### config.mk
export PLATFORM = sky130hd
export DESIGN_NAME = dma_pingpong_xfer
export DESIGN_NICKNAME = d
export VERILOG_FILES = /design/src/rtl/dma_pkg.sv /design/src/rtl/dma_bank.sv /design/src/rtl/dma_pingpong_xfer.sv
export SDC_FILE = /design/constraint.sdc
export NUM_CORES = 1
export LEC_CHECK = 0
export CAP_MARGIN = 20
export CORE_ASPECT_RATIO = 0.75
export CORE_UTILIZATION = 34
export CTS_CLUSTER_DIAMETER = 100
export DETAILED_ROUTE_END_ITERATION = 10
export SLEW_MARGIN = 20
export SYNTH_ARGS = -nofsm -noshare
export SYNTH_HDL_FRONTEND = slang
export SYNTH_SLANG_ARGS = --single-unit
export TNS_END_PERCENT = 10
### constraint.sdc
create_clock -name clk -period 3.35 [get_ports clk]
set_input_delay 0.335 -clock clk [delete_from_list [all_inputs] [get_ports clk]]
set_output_delay 0.335 -clock clk [all_outputs]
set_load 0.02 [all_outputs]
### src/rtl/dma_pkg.sv
// Shared encodings for the ping-pong DMA engine: transfer direction, FSM states, bank index.
package dma_pkg;

    localparam logic DIR_CPU_TO_MEM = 1'b1;
    localparam logic DIR_MEM_TO_CPU = 1'b0;

    typedef enum logic [1:0] {
        ST_IDLE = 2'd0,
        ST_RUN  = 2'd1,
        ST_FIN  = 2'd2
    } state_e;

    typedef logic bank_idx_t;

endpackage

### src/rtl/dma_bank.sv
// One ping-pong bank: DEPTH x WIDE_W storage with fill count, sealed flag and
// wide/narrow slicing on each side, selected by the latched transfer direction.
module dma_bank
    import dma_pkg::*;
#(
    parameter int WIDE_W   = 8,
    parameter int NARROW_W = 4,
    parameter int DEPTH    = 8
) (
    input  logic              clk,
    input  logic              resetn,
    input  logic              dir_i,
    input  logic              wr_en_i,
    input  logic [WIDE_W-1:0] wr_data_i,
    input  logic              wr_last_i,
    input  logic              rd_en_i,
    output logic              sealed_o,
    output logic              wr_word_o,
    output logic              seal_o,
    output logic              rd_word_o,
    output logic              free_o,
    output logic [WIDE_W-1:0] rd_data_o
);

    localparam int R  = WIDE_W / NARROW_W;
    localparam int AW = $clog2(DEPTH);
    localparam int CW = AW + 1;
    localparam int BW = (R > 1) ? $clog2(R) : 1;

    logic [CW-1:0]     cnt_q, cnt_d, rd_q, rd_d;
    logic [BW-1:0]     wbeat_q, wbeat_d, rbeat_q, rbeat_d;
    logic              sealed_q, sealed_d;
    logic [WIDE_W-1:0] mem_q [DEPTH];
    logic [WIDE_W-1:0] rd_word_data;
    logic [NARROW_W-1:0] rd_slice;
    logic              rd_narrow, wr_narrow;

    assign rd_narrow = (dir_i == DIR_CPU_TO_MEM);
    assign wr_narrow = !rd_narrow;

    // A word completes on the wide beat, or on the last narrow slice.
    assign wr_word_o = wr_en_i && (!wr_narrow || wbeat_q == BW'(R - 1));
    assign seal_o    = wr_word_o && ((cnt_q == CW'(DEPTH - 1)) || wr_last_i);
    assign rd_word_o = rd_en_i && (!rd_narrow || rbeat_q == BW'(R - 1));
    assign free_o    = rd_word_o && ((rd_q + CW'(1)) == cnt_q);
    assign sealed_o  = sealed_q;

    always_comb begin
        cnt_d    = cnt_q;
        rd_d     = rd_q;
        wbeat_d  = wbeat_q;
        rbeat_d  = rbeat_q;
        sealed_d = sealed_q;
        if (wr_en_i && wr_narrow) wbeat_d = wr_word_o ? '0 : wbeat_q + BW'(1);
        if (wr_word_o)            cnt_d   = cnt_q + CW'(1);
        if (seal_o)               sealed_d = 1'b1;
        if (rd_en_i && rd_narrow) rbeat_d = rd_word_o ? '0 : rbeat_q + BW'(1);
        if (rd_word_o)            rd_d    = rd_q + CW'(1);
        if (free_o) begin
            sealed_d = 1'b0;
            cnt_d    = '0;
            rd_d     = '0;
        end
    end

    always_ff @(posedge clk) begin
        if (!resetn) begin
            cnt_q    <= '0;
            rd_q     <= '0;
            wbeat_q  <= '0;
            rbeat_q  <= '0;
            sealed_q <= 1'b0;
        end else begin
            cnt_q    <= cnt_d;
            rd_q     <= rd_d;
            wbeat_q  <= wbeat_d;
            rbeat_q  <= rbeat_d;
            sealed_q <= sealed_d;
        end
    end

    // Storage is not reset; the sealed flag and counters define what is valid.
    always_ff @(posedge clk) begin
        if (wr_en_i) begin
            for (int s = 0; s < R; s++) begin
                if (!wr_narrow || wbeat_q == BW'(s))
                    mem_q[cnt_q[AW-1:0]][s*NARROW_W +: NARROW_W] <=
                        wr_narrow ? wr_data_i[NARROW_W-1:0] : wr_data_i[s*NARROW_W +: NARROW_W];
            end
        end
    end

    always_comb begin
        rd_word_data = mem_q[rd_q[AW-1:0]];
        rd_slice     = '0;
        for (int s = 0; s < R; s++) begin
            if (rbeat_q == BW'(s)) rd_slice = rd_word_data[s*NARROW_W +: NARROW_W];
        end
    end

    assign rd_data_o = rd_narrow ? WIDE_W'(rd_slice) : rd_word_data;

endmodule

### src/rtl/dma_pingpong_xfer.sv
// Ping-pong DMA top: start/busy/done FSM, word totals, producer/consumer bank
// pointers and direction-dependent port muxing around two dma_bank instances.
module dma_pingpong_xfer
    import dma_pkg::*;
#(
    parameter int WIDE_W   = 8,
    parameter int NARROW_W = 4,
    parameter int DEPTH    = 8,
    parameter int LEN_W    = 16
) (
    input  logic                clk,
    input  logic                resetn,
    input  logic                start,
    input  logic                dir,
    input  logic [LEN_W-1:0]    xfer_len,
    output logic                busy,
    output logic                done,
    input  logic                cpu_in_valid,
    output logic                cpu_in_ready,
    input  logic [WIDE_W-1:0]   cpu_in_data,
    output logic                cpu_out_valid,
    input  logic                cpu_out_ready,
    output logic [WIDE_W-1:0]   cpu_out_data,
    input  logic                mem_in_valid,
    output logic                mem_in_ready,
    input  logic [NARROW_W-1:0] mem_in_data,
    output logic                mem_out_valid,
    input  logic                mem_out_ready,
    output logic [NARROW_W-1:0] mem_out_data
);

    state_e           state_q, state_d;
    logic             dir_q, dir_d;
    logic [LEN_W-1:0] len_q, len_d, wr_tot_q, wr_tot_d, rd_tot_q, rd_tot_d;
    bank_idx_t        p_q, p_d, c_q, c_d;

    logic              prod_rdy, cons_vld, prod_vld, cons_rdy, prod_fire, cons_fire, wr_last;
    logic [1:0]        wr_en, rd_en, sealed, wr_word, seal, rd_word, freed;
    logic [WIDE_W-1:0] rd_data [2];
    logic [WIDE_W-1:0] wr_data, cons_data;

    assign prod_rdy  = (state_q == ST_RUN) && !sealed[p_q] && (wr_tot_q < len_q);
    assign cons_vld  = (state_q == ST_RUN) && sealed[c_q];
    assign prod_vld  = (dir_q == DIR_CPU_TO_MEM) ? cpu_in_valid : mem_in_valid;
    assign cons_rdy  = (dir_q == DIR_CPU_TO_MEM) ? mem_out_ready : cpu_out_ready;
    assign prod_fire = prod_rdy && prod_vld;
    assign cons_fire = cons_vld && cons_rdy;
    assign wr_data   = (dir_q == DIR_CPU_TO_MEM) ? cpu_in_data : WIDE_W'(mem_in_data);
    assign wr_last   = ((wr_tot_q + LEN_W'(1)) == len_q);
    assign cons_data = rd_data[c_q];

    for (genvar b = 0; b < 2; b++) begin : g_bank
        assign wr_en[b] = prod_fire && (p_q == bank_idx_t'(b));
        assign rd_en[b] = cons_fire && (c_q == bank_idx_t'(b));

        dma_bank #(
            .WIDE_W  (WIDE_W),
            .NARROW_W(NARROW_W),
            .DEPTH   (DEPTH)
        ) u_bank (
            .clk      (clk),
            .resetn   (resetn),
            .dir_i    (dir_q),
            .wr_en_i  (wr_en[b]),
            .wr_data_i(wr_data),
            .wr_last_i(wr_last),
            .rd_en_i  (rd_en[b]),
            .sealed_o (sealed[b]),
            .wr_word_o(wr_word[b]),
            .seal_o   (seal[b]),
            .rd_word_o(rd_word[b]),
            .free_o   (freed[b]),
            .rd_data_o(rd_data[b])
        );
    end

    // Unselected ports stay quiet; data outputs read as zero unless valid.
    assign cpu_in_ready  = prod_rdy && (dir_q == DIR_CPU_TO_MEM);
    assign mem_in_ready  = prod_rdy && (dir_q == DIR_MEM_TO_CPU);
    assign cpu_out_valid = cons_vld && (dir_q == DIR_MEM_TO_CPU);
    assign mem_out_valid = cons_vld && (dir_q == DIR_CPU_TO_MEM);
    assign cpu_out_data  = cpu_out_valid ? cons_data : '0;
    assign mem_out_data  = mem_out_valid ? cons_data[NARROW_W-1:0] : '0;
    assign busy          = (state_q == ST_RUN);
    assign done          = (state_q == ST_FIN);

    always_comb begin
        state_d  = state_q;
        dir_d    = dir_q;
        len_d    = len_q;
        wr_tot_d = wr_tot_q;
        rd_tot_d = rd_tot_q;
        p_d      = p_q;
        c_d      = c_q;
        case (state_q)
            ST_IDLE: begin
                if (start) begin
                    dir_d    = dir;
                    len_d    = xfer_len;
                    wr_tot_d = '0;
                    rd_tot_d = '0;
                    p_d      = '0;
                    c_d      = '0;
                    state_d  = (xfer_len == '0) ? ST_FIN : ST_RUN;
                end
            end
            ST_RUN: begin
                if (|wr_word) wr_tot_d = wr_tot_q + LEN_W'(1);
                if (|rd_word) begin
                    rd_tot_d = rd_tot_q + LEN_W'(1);
                    if ((rd_tot_q + LEN_W'(1)) == len_q) state_d = ST_FIN;
                end
                if (|seal)  p_d = ~p_q;
                if (|freed) c_d = ~c_q;
            end
            ST_FIN:  state_d = ST_IDLE;
            default: state_d = ST_IDLE;
        endcase
    end

    always_ff @(posedge clk) begin
        if (!resetn) begin
            state_q  <= ST_IDLE;
            dir_q    <= 1'b0;
            len_q    <= '0;
            wr_tot_q <= '0;
            rd_tot_q <= '0;
            p_q      <= '0;
            c_q      <= '0;
        end else begin
            state_q  <= state_d;
            dir_q    <= dir_d;
            len_q    <= len_d;
            wr_tot_q <= wr_tot_d;
            rd_tot_q <= rd_tot_d;
            p_q      <= p_d;
            c_q      <= c_d;
        end
    end

endmodule
-- Word level (Yosys, flattened, before mapping)
Memories as Yosys holds them, arrays and structs flattened. A register that Yosys moved wholly into a read port is not among the register bits.
Index checks and enable logic that the tools add are counted.
- register bits after elaboration: 75
- RAM bits: 128
- input port bits: 36
- output and inout port bits: 18
- logic and storage cells: 156
- memories: 2
- $add $sub $neg: 10
- $lt $le $gt $ge: 4
- equal/unequal tests: 14
- multiplexer cells: 52
- bitwise gates (word level): 7
- reductions and logical operators: 50
- memories (name ; words ; width ; read ports ; clocked after memory_dff ; wr ports ; line ; text):
    g_bank[0].u_bank.mem_q ; 8 ; 8 ; 1 ; 1 ; 1 ; dma_bank.sv:33 ; logic [WIDE_W-1:0] mem_q [DEPTH];
    g_bank[1].u_bank.mem_q ; 8 ; 8 ; 1 ; 1 ; 1 ; dma_bank.sv:33 ;
- operators by type and width (kind ; number):
    $pmux 16 s2 ; 2
    $mux 8 ; 7
    $mux 16 ; 3
    $add 16x1->16 const B ; 2
    $eq 16x16->1 ; 2
    $logic_and 1x1->1 ; 25
    $mux 1 ; 25
    $add 4x1->4 const B ; 4
    $logic_not 16->1 ; 1
    $lt 16x16->1 ; 1
    $mux 4 ; 4
    $reduce_and 3->1 ; 5
    $mux 3 ; 4
    $reduce_or 2->1 ; 6
    $ne 2x1->1 const B ; 5
    $eq 4x3->1 const B ; 2
    $eq 4x4->1 ; 2
    $logic_or 1x1->1 ; 8
    $mux 2 ; 4
    $not 1->1 ; 6
    $add 1x1->1 const B ; 4
    $lt 1x2->1 const B ; 2
    $pmux 1 s2 ; 2
    $pmux 2 s2 ; 1
    9 further kinds ; 10

-- Logic depth before layout (Yosys ltp)
Gate-level depths: netlist (run 1).
- word-level depth: 12
- mapped depth: 11

-- Cells and area by module
From an unflattened synthesis (run 1), not the netlist that was laid out.
- cell total of the unflattened synthesis: 943
- area total of the unflattened synthesis: 10581.4 um^2
- modules (own cells, without submodules) (module ; instances ; cells each ; area an instance (um^2) ; seq. area each (um^2)):
    dma_pingpong_xfer ; 1 ; 539 ; 4057.6 ; 1061.0
    dma_bank (g_bank[1].u_bank) ; 1 ; 204 ; 3270.6 ; 2202.1
    dma_bank (g_bank[0].u_bank) ; 1 ; 200 ; 3253.1 ; 2202.1

-- Least setup slack after synthesis (run 1)
OpenSTA, ideal clock, no wires.
- path type: register to register
- start: reg len_q[11]
- end: mem g_bank[0].u_bank.mem_q[0][0], enable pin
- arrival: 2620 ps
- required time: 2971 ps
- path slack: 351 ps
- cell stages (with the launch flop): 11
- path buffers: 2
- cell sequence: dfxtp_1 -> clkbuf_1 -> inv_1 -> ha_1 -> a21oi_1 -> o21ai_1 -> o311ai_1 -> nand2_1 -> or2_2 -> clkbuf_1 -> nor4b_1
- word-level cells in the longest chain between the ends: 6
- RTL lines (what ; line ; text):
    start: declaration ; dma_pingpong_xfer.sv:34 ; logic [LEN_W-1:0] len_q, len_d, wr_tot_q, wr_tot_d, rd_tot_q, rd_tot_d;
    start signal: assignment ; dma_pingpong_xfer.sv:133 ; len_q <= len_d;
    $lt 16x16->1 ; dma_pingpong_xfer.sv:42 ; assign prod_rdy = (state_q == ST_RUN) && !sealed[p_q] && (wr_tot_q < len_q);
    $logic_and 1x1->1 ; dma_pingpong_xfer.sv:42 ;
    $logic_and 1x1->1 ; dma_pingpong_xfer.sv:46 ; assign prod_fire = prod_rdy && prod_vld;
    $logic_and 1x1->1 ; dma_pingpong_xfer.sv:53 ; assign wr_en[b] = prod_fire && (p_q == bank_idx_t'(b));
    $mux 1 ; dma_bank.sv:84 ; if (wr_en_i) begin
    $mux 1 ; dma_bank.sv:88 ; wr_narrow ? wr_data_i[NARROW_W-1:0] : wr_data_i[s*NARROW_W +: NARROW_W];
    end: declaration ; dma_bank.sv:33 ;
Every way passes these cells.

-- Final worst setup path (run 1)
- start: reg len_q[5]
- end: out mem_in_ready
- word-level cells in the longest chain between the ends: 3
- RTL lines (what ; line ; text):
    $lt 16x16->1 ; dma_pingpong_xfer.sv:42 ;
    $logic_and 1x1->1 ; dma_pingpong_xfer.sv:42 ;
    $logic_and 1x1->1 ; dma_pingpong_xfer.sv:79 ; assign mem_in_ready = prod_rdy && (dir_q == DIR_MEM_TO_CPU);
    end: declaration ; dma_pingpong_xfer.sv:25 ; output logic mem_in_ready,
Every way passes these cells.

==> results.rst, run 1 <==
.. list-table::
   :header-rows: 1

   * - Metric
     - Value
   * - Status
     - finished clean
   * - Placeable Area
     - 30400 um2
   * - Netlist cell types
     - 73
   * - Startpoint type of the worst setup path
     - register
   * - Peak supply drop
     - 0.273 mV
   * - Site Rows
     - 55
   * - Synth-to-Final Area Change
     - 18.4%
   * - Pwr Density
     - 445 nW/um2
   * - Drc violations
     - 0
   * - Post-detailed-routing wire length
     - 26700 um
   * - Sinks on the clock net
     - 209
   * - Standard cell area after detailed placement
     - 11800 um2
   * - Relative slew slack
     - 37.8%
   * - Post-layout net count
     - 1096
   * - Setup bufs post-CTS
     - 0
   * - Type of the setup path with the least slack
     - reg2out
   * - Top-area cell type share of the netlist area
     - 36.3%
   * - Vias
     - 7670
   * - Clock tree from TritonCTS
     - built
   * - Number of nets with antenna violations after detailed routing
     - 0
   * - Actual slew at the worst max-slew pin
     - 0.931 ns
   * - Setup Slack @ Placement
     - 0.294 ns
   * - Largest net degree at the start of global routing
     - 28
   * - Floorplan die height
     - 155 um
   * - Count of pins on the block boundary
     - 54
   * - Initial DRC Count
     - 853
   * - Maximum operating frequency
     - 0.313 GHz
   * - CP Data Required Time
     - 3.01 ns
   * - Synth area leaders
     - edfxtp_1, dfxtp_1, mux4_2, nand2_1, xnor2_1
   * - Slowest CP cell
     - dfxtp_1
   * - Summed area of non-filler cells in the final layout
     - 12500 um2
   * - Clock latency on the worst-skew pair
     - 0.51 ns
   * - Number of maximum-capacitance violations
     - 0
   * - Via-per-instance ratio
     - 5.28
   * - Slew Viols, Final
     - 0
   * - Nature of the critical path endpoint
     - output port
   * - Clock skew
     - 0.00905 ns
   * - GR Util All Layers
     - 17.0%
   * - Die Span X
     - 206 um
   * - HPWL Detailed
     - 19300 um
   * - Number of port buffers
     - 53
   * - Post-synth net total
     - 1028
   * - Largest fanout on the critical path
     - 22
   * - Floorplan die area
     - 31800 um2
   * - Average wire per standard cell
     - 18.4 um
   * - Time the worst path needs with I/O delays and setup
     - 3.20 ns
   * - Number of buffers added by the clock tree synthesis step
     - 22
   * - Number of synthesis warnings
     - 0
   * - Largest area contributor in the netlist
     - edfxtp_1
   * - Largest stage delay on the critical path
     - 0.45 ns
   * - FILL cells
     - 2900
   * - Flip-flop and latch count after synthesis
     - 209
   * - Prevailing post-synth register cell
     - edfxtp_1
   * - Clock root buffer master
     - clkbuf_16
   * - Proportion of register bits with asynchronous set or reset after synthesis
     - 0%
   * - Antenna cells
     - 0
   * - Proportion of layout cells with a drive suffix above 1
     - 15.4%
   * - Effective utilization at floorplan
     - 34.8%
   * - Sum Neg Setup Slack
     - 0 ns
   * - Overall power consumption
     - 0.00558 W
   * - Number of global-route vias before repair
     - 7325
   * - Worst min path class
     - in2reg
   * - Initial antenna violation count
     - 1
   * - TritonRoute pass-1 iters
     - 5
   * - Mapped Avg Cell Area
     - 10.9 um2
   * - Cell leakage power
     - 4.32 nW
   * - Period Utilization, post-route
     - 95.4%
   * - Global-route wire length before repair
     - 42000 um
   * - Gate count after technology mapping
     - 970
   * - EDFF count, synth
     - 128
   * - Worst path top cell family by delay
     - buffers and inverters
   * - Critical path arrival
     - 2.86 ns
   * - Final GP Congestion
     - 0.874
   * - Global route total overflow
     - 0
   * - Setup slack after layout
     - 0.154 ns
   * - Setup-violating endpoint count in the final report
     - 0
   * - CP bufs+invs
     - 3
   * - RSZ-0062 raised after global routing
     - no
   * - Crit-path cells
     - inv_1 > ha_1 > a21oi_1 > o21ai_0 > o311ai_2 > buf_12 > nand2_1 > nor2_1 > dlygate4sd2_1
   * - CTS clock-pin slew for the worst setup and hold paths
     - 0.07 ns
   * - Maximum clock insertion buffer count
     - 3
   * - Hold Fails Final Rpt
     - 0
   * - Clock H-tree levels
     - 1
   * - Post-Syn Area
     - 10600 um2
   * - Sequential cell area fraction in the yosys report
     - 51.6%
   * - Fin Hold WS
     - 0.408 ns
through the flow:
stage | std cells | util, %
after floorplan | 970 | -
after global placement | 1413 | 38.7
after detailed placement | 1413 | 38.7
after CTS | 1453 | 41.0
after global routing | 1453 | 41.2
final | 1453 | 41.2
routing by layer:
| layer | track usage (%) | wire length [um] |
|---|---|---|
| met2 | 25.1 | 11400 |
| met3 | 2.63 | 1310 |
| met4 | 4.30 | 536 |
| met5 | 0 | 0 |
| met1 | 25.7 | 13400 |
state kept, by name, indices dropped and copies added (netlist names), 8 cells and up, named ones only:
register             count
wr_tot_q                16
g_bank.u_bank.cnt_q      8
rd_tot_q                16
g_bank.u_bank.mem_q    128
len_q                   16
g_bank.u_bank.rd_q       8
final cells by class:
class,instances,area (um2),share of cell area (%)
Sequential cell,209,5470,43.6
Timing Repair Buffer,103,973,7.77
Tap cell,399,499,3.98
Clock inverter,12,73.8,0.589
Inverter,29,110,0.879
Clock buffer,28,624,4.98
Multi-Input combinational cell,673,4780,38.2
worst register-to-register path, delay by kind of cell, from the launching register on:
family,cells,cell delay (ns)
buf+inv,2,0.32
simple gates,3,0.96
fa+ha+maj,1,0.32
flops,1,0.45
compound gates,3,0.66
placed cells by master, fill, tap and decap left out, types with 8 or more instances in the layout:
cell type and count:
a21oi_1 65, mux4_2 32, dlymetal6s2s_1 8, xor2_1 22
clkdlybuf4s50_1 43, clkbuf_16 23, nand2_1 106, ha_1 22
nor2_1 85, buf_4 46, and3_1 11, or3_1 11
mux2i_1 13, nor4_1 21, a211oi_1 9, a31oi_1 11
nand2b_1 17, xnor2_1 38, dfxtp_1 78, mux2_2 9
nor3_1 29, o21ai_0 40, nand4_1 10, nand3_1 24
inv_1 28, edfxtp_1 128
synth_stat cells (4+ instances only):
library cell / n
nand4_1: 10
o211ai_1: 7
nor2b_1: 4
edfxtp_1: 128
nand4b_1: 4
nand3b_1: 4
ha_1: 22
xnor2_1: 38
o21a_1: 6
mux2i_1: 16
dfxtp_1: 81
nor4_1: 21
nand3_1: 24
a31oi_1: 11
nor2_1: 85
a311oi_1: 4
nand2b_1: 17
buf_2: 14
nand2_1: 106
xor2_1: 22
a211oi_1: 9
and2_1: 4
and3_1: 11
buf_4: 4
clkbuf_1: 37
inv_1: 28
or2_2: 4
or3_1: 11
mux4_2: 32
nor3_1: 29
or4_1: 6
mux2_2: 9
o21ai_0: 40
a21oi_1: 65
path summary, 6_finish.rpt:
kind / startpoint / to / slack (ns) / cells after the start
worst max-delay path: len_q[5] / mem_in_ready / 0.15 / 9
worst min-delay path: xfer_len[8] / len_q[8] / 0.41 / 3
worst min register to register: rd_tot_q[15] / rd_tot_q[15] / 0.48 / 1
worst max register to register: len_q[5] / g_bank[0].u_bank.mem_q[7][3] / 0.29 / 9
logic make-up (layout without fill, tap and decap cells):
logic type               Yosys count  in the layout  synth area share, %
AND/OR/NAND/NOR                  366            366                 18.0
flip-flops                       209            209                 51.6
buffers and inverters             88            172                 3.51
multiplexers                      57             57                 9.28
XOR/XNOR                          60             60                 4.97
AO/OA/AOI/OAI                    168            168                 10.0
adder cells (fa/ha/maj)           22             22                 2.60
power by group:
part / internal, W / switching (W) / leakage [nW]
sequential: 0.00277 / 0.0000322 / 1.81
combinational: 0.000157 / 0.000264 / 2.18
clock: 0.00133 / 0.00103 / 0.329
repair_timing:
item | in CTS | in global routing
hold buffers | 0 | 0
endpoints found under the hold margin | 0 | 0
setup endpoints to repair | 8 | 8
resized for setup | 3 | 15
No activity file was read; power rests on OpenSTA's default activity.
==> inputs of run 2 (changes only) <==
- ABC_AREA: default -> 0
- CORE_UTILIZATION: 34 -> 50
- PLACE_DENSITY: default -> 0.68
- SLEW_MARGIN: 20 -> 30
==> results.rst, run 2 (same netlist as run 1, synthesis figures left out) <==
.. list-table::
   :header-rows: 1

   * - Metric
     - Value
   * - Status
     - finished clean
   * - Clock root buffer master
     - clkbuf_16
   * - Largest register FFs
     - 128
   * - Clock tree from TritonCTS
     - built
   * - Actual slew at the worst max-slew pin
     - 0.710 ns
   * - Count of pins on the block boundary
     - 54
   * - RSZ-0062 raised after global routing
     - no
   * - HPWL Detailed
     - 18900 um
   * - Crit-path cells
     - nand2b_4 > or3_1 > a211oi_1 > clkdlybuf4s50_1
   * - Startpoint type of the worst setup path
     - register
   * - Setup Slack @ Placement
     - 0.346 ns
   * - Drc violations
     - 0
   * - Type of the setup path with the least slack
     - reg2out
   * - Period Utilization, post-route
     - 93.6%
   * - Internal power component
     - 0.00441 W
   * - Maximum operating frequency
     - 0.319 GHz
   * - Pwr Density
     - 459 nW/um2
   * - Number of buffers added by the clock tree synthesis step
     - 22
   * - Antenna cells
     - 0
   * - Top library cells by usage in the layout, fill and taps aside
     - edfxtp_1, nand2_1, nor2_1, dfxtp_1, a21oi_1
   * - Hold Fails Final Rpt
     - 0
   * - Clk pwr share
     - 43.5%
   * - CP Data Required Time
     - 3.01 ns
   * - Number of global-route vias before repair
     - 7248
   * - Startpoint of the worst register-to-register path
     - len_q[9]
   * - Setup bufs post-CTS
     - 0
   * - Hold wc startpoint
     - xfer_len[2]
   * - TritonRoute pass-1 iters
     - 5
   * - Largest net degree at the start of global routing
     - 31
   * - Clock skew
     - 0.0114 ns
   * - Global-route wire length before repair
     - 41200 um
   * - Cell leakage power
     - 4.37 nW
   * - Number of port buffers
     - 53
   * - Uppermost layer routed
     - met4
   * - Floorplan die area
     - 21800 um2
   * - Wire length on met2
     - 10800 um
   * - Number of nets with antenna violations after detailed routing
     - 0
   * - CTS clock-pin slew for the worst setup and hold paths
     - 0.06 ns
   * - Via-per-instance ratio
     - 5.82
   * - Critical path arrival
     - 2.80 ns
   * - Most common cell after layout, fill and taps aside
     - edfxtp_1
   * - Average wire per standard cell
     - 19.5 um
   * - Synth-to-Final Area Change
     - 17.3%
   * - Post-detailed-routing wire length
     - 26200 um
   * - Setup-violating endpoint count in the final report
     - 0
   * - Maximum clock insertion buffer count
     - 3
   * - Clock H-tree levels
     - 1
   * - Initial DRC Count
     - 771
   * - GR Util All Layers
     - 24.8%
   * - Placeable Area
     - 20500 um2
   * - Relative slew slack
     - 52.5%
   * - Global route total overflow
     - 0
   * - Worst path top cell family by delay
     - simple AND/OR/NAND/NOR gates
   * - Sinks on the clock net
     - 209
   * - Post-layout net count
     - 1100
   * - M1 WL
     - 12800 um
   * - Effective utilization at floorplan
     - 51.6%
   * - Time the worst path needs with I/O delays and setup
     - 3.14 ns
   * - Number of maximum-capacitance violations
     - 0
   * - CP bufs+invs
     - 1
   * - Clock latency on the worst-skew pair
     - 0.51 ns
   * - Net Sw Frac
     - 22.5%
   * - Proportion of layout cells with a drive suffix above 1
     - 15.1%
   * - Peak supply drop
     - 0.347 mV
   * - Site Rows
     - 45
   * - Met3 layer wire length in the routed design
     - 2080 um
   * - Slew Viols, Final
     - 0
   * - Share of total power in sequential cells
     - 49.1%
   * - Final GP Congestion
     - 0.904
   * - Largest fanout on the critical path
     - 23
   * - Die Span X
     - 170 um
   * - Floorplan die height
     - 128 um
   * - Combinational power share
     - 7.4%
   * - Sum Neg Setup Slack
     - 0 ns
   * - Worst setup path startpoint
     - state_q[0]
   * - Vias
     - 7804
   * - Largest stage delay on the critical path
     - 0.68 ns
   * - Setup slack after layout
     - 0.214 ns
   * - Nature of the critical path endpoint
     - output port
   * - Initial antenna violation count
     - 0
   * - Worst min path class
     - in2reg
   * - Slowest CP cell
     - clkdlybuf4s50_1
   * - Total net switching power
     - 0.00128 W
## run 2: changes by cell type in the layout (fill, tap and decap cells not counted), sizes merged
cell          before  now
dlymetal6s2s       8    9
clkinvlp           5    2
clkbuf            28   27
buf               50   54
clkinv             7    9
bufinv             0    3
dlygate4sd2        2    1
inv               29   28
## run 2: timing repair
| item | CTS | global route |
|---|---|---|
| setup endpoints to repair | 5 | 9 |
| gates resized for setup | 3 | 11 |
| pin swaps | 0 | 0 |
| hold buffers | 0 | 0 |
## run 2: metal layers
metal  global-route usage, %  vias up
met2                    34.2      287
met3                    3.24       33
met4                    5.78        0
met1                    40.6     3751
met5                       0        -
li1                        -     3733
## run 2: final cells by class
| cell class | count | area, um2 |
|---|---|---|
| clock buffers | 27 | 591 |
| clock inverters | 13 | 144 |
| fillers | 1712 | 8090 |
| inverters | 29 | 110 |
| multi-input cells | 673 | 4750 |
| flip-flops and latches | 209 | 5470 |
| well taps | 282 | 353 |
| repair buffers | 107 | 990 |
## run 2: stage by stage
stage	total power [W]	util (%)	instance area (um2)	instances	hold WS, ns
detailed placement	0.00326	56.8	11600	1300	0.475
global placement	0.00326	56.8	11600	1300	0.465
global route	0.00587	60.5	12400	1340	0.431
CTS	0.00573	60.4	12400	1340	0.402
finish	0.00569	60.5	12400	1340	0.413
floorplan	0.00308	-	10600	970	0.448
## run 2: worst paths after layout
| kind | to | slack, ns | cells past startpoint |
|---|---|---|---|
| worst max-delay path | cpu_out_data[5] | 0.21 | 4 |
| worst min register to register | rd_tot_q[15] | 0.49 | 1 |
| worst min-delay path | len_q[2] | 0.41 | 3 |
| worst max register to register | g_bank[0].u_bank.mem_q[0][0] | 0.36 | 10 |
## run 2: worst register-to-register path: stages, from the launching register on
cell	delay (ns)
dfxtp_1	0.39
inv_1	0.11
ha_1	0.33
a21oi_1	0.13
o21ai_1	0.11
o311ai_2	0.36
buf_12	0.21
nand2_1	0.11
or2_2	0.39
nor4b_1	0.37
buf_4	0.20
## run 2: power groups by stage
stage	logic, W	registers, W	clock network (W)
3_5_place_dp	0.000416	0.00285	0
5_1_grt	0.000457	0.00279	0.00262
4_1_cts	0.000418	0.00279	0.00252
6_report	0.000420	0.00279	0.00248
2_1_floorplan	0.000243	0.00284	0
3_3_place_gp	0.000412	0.00285	0
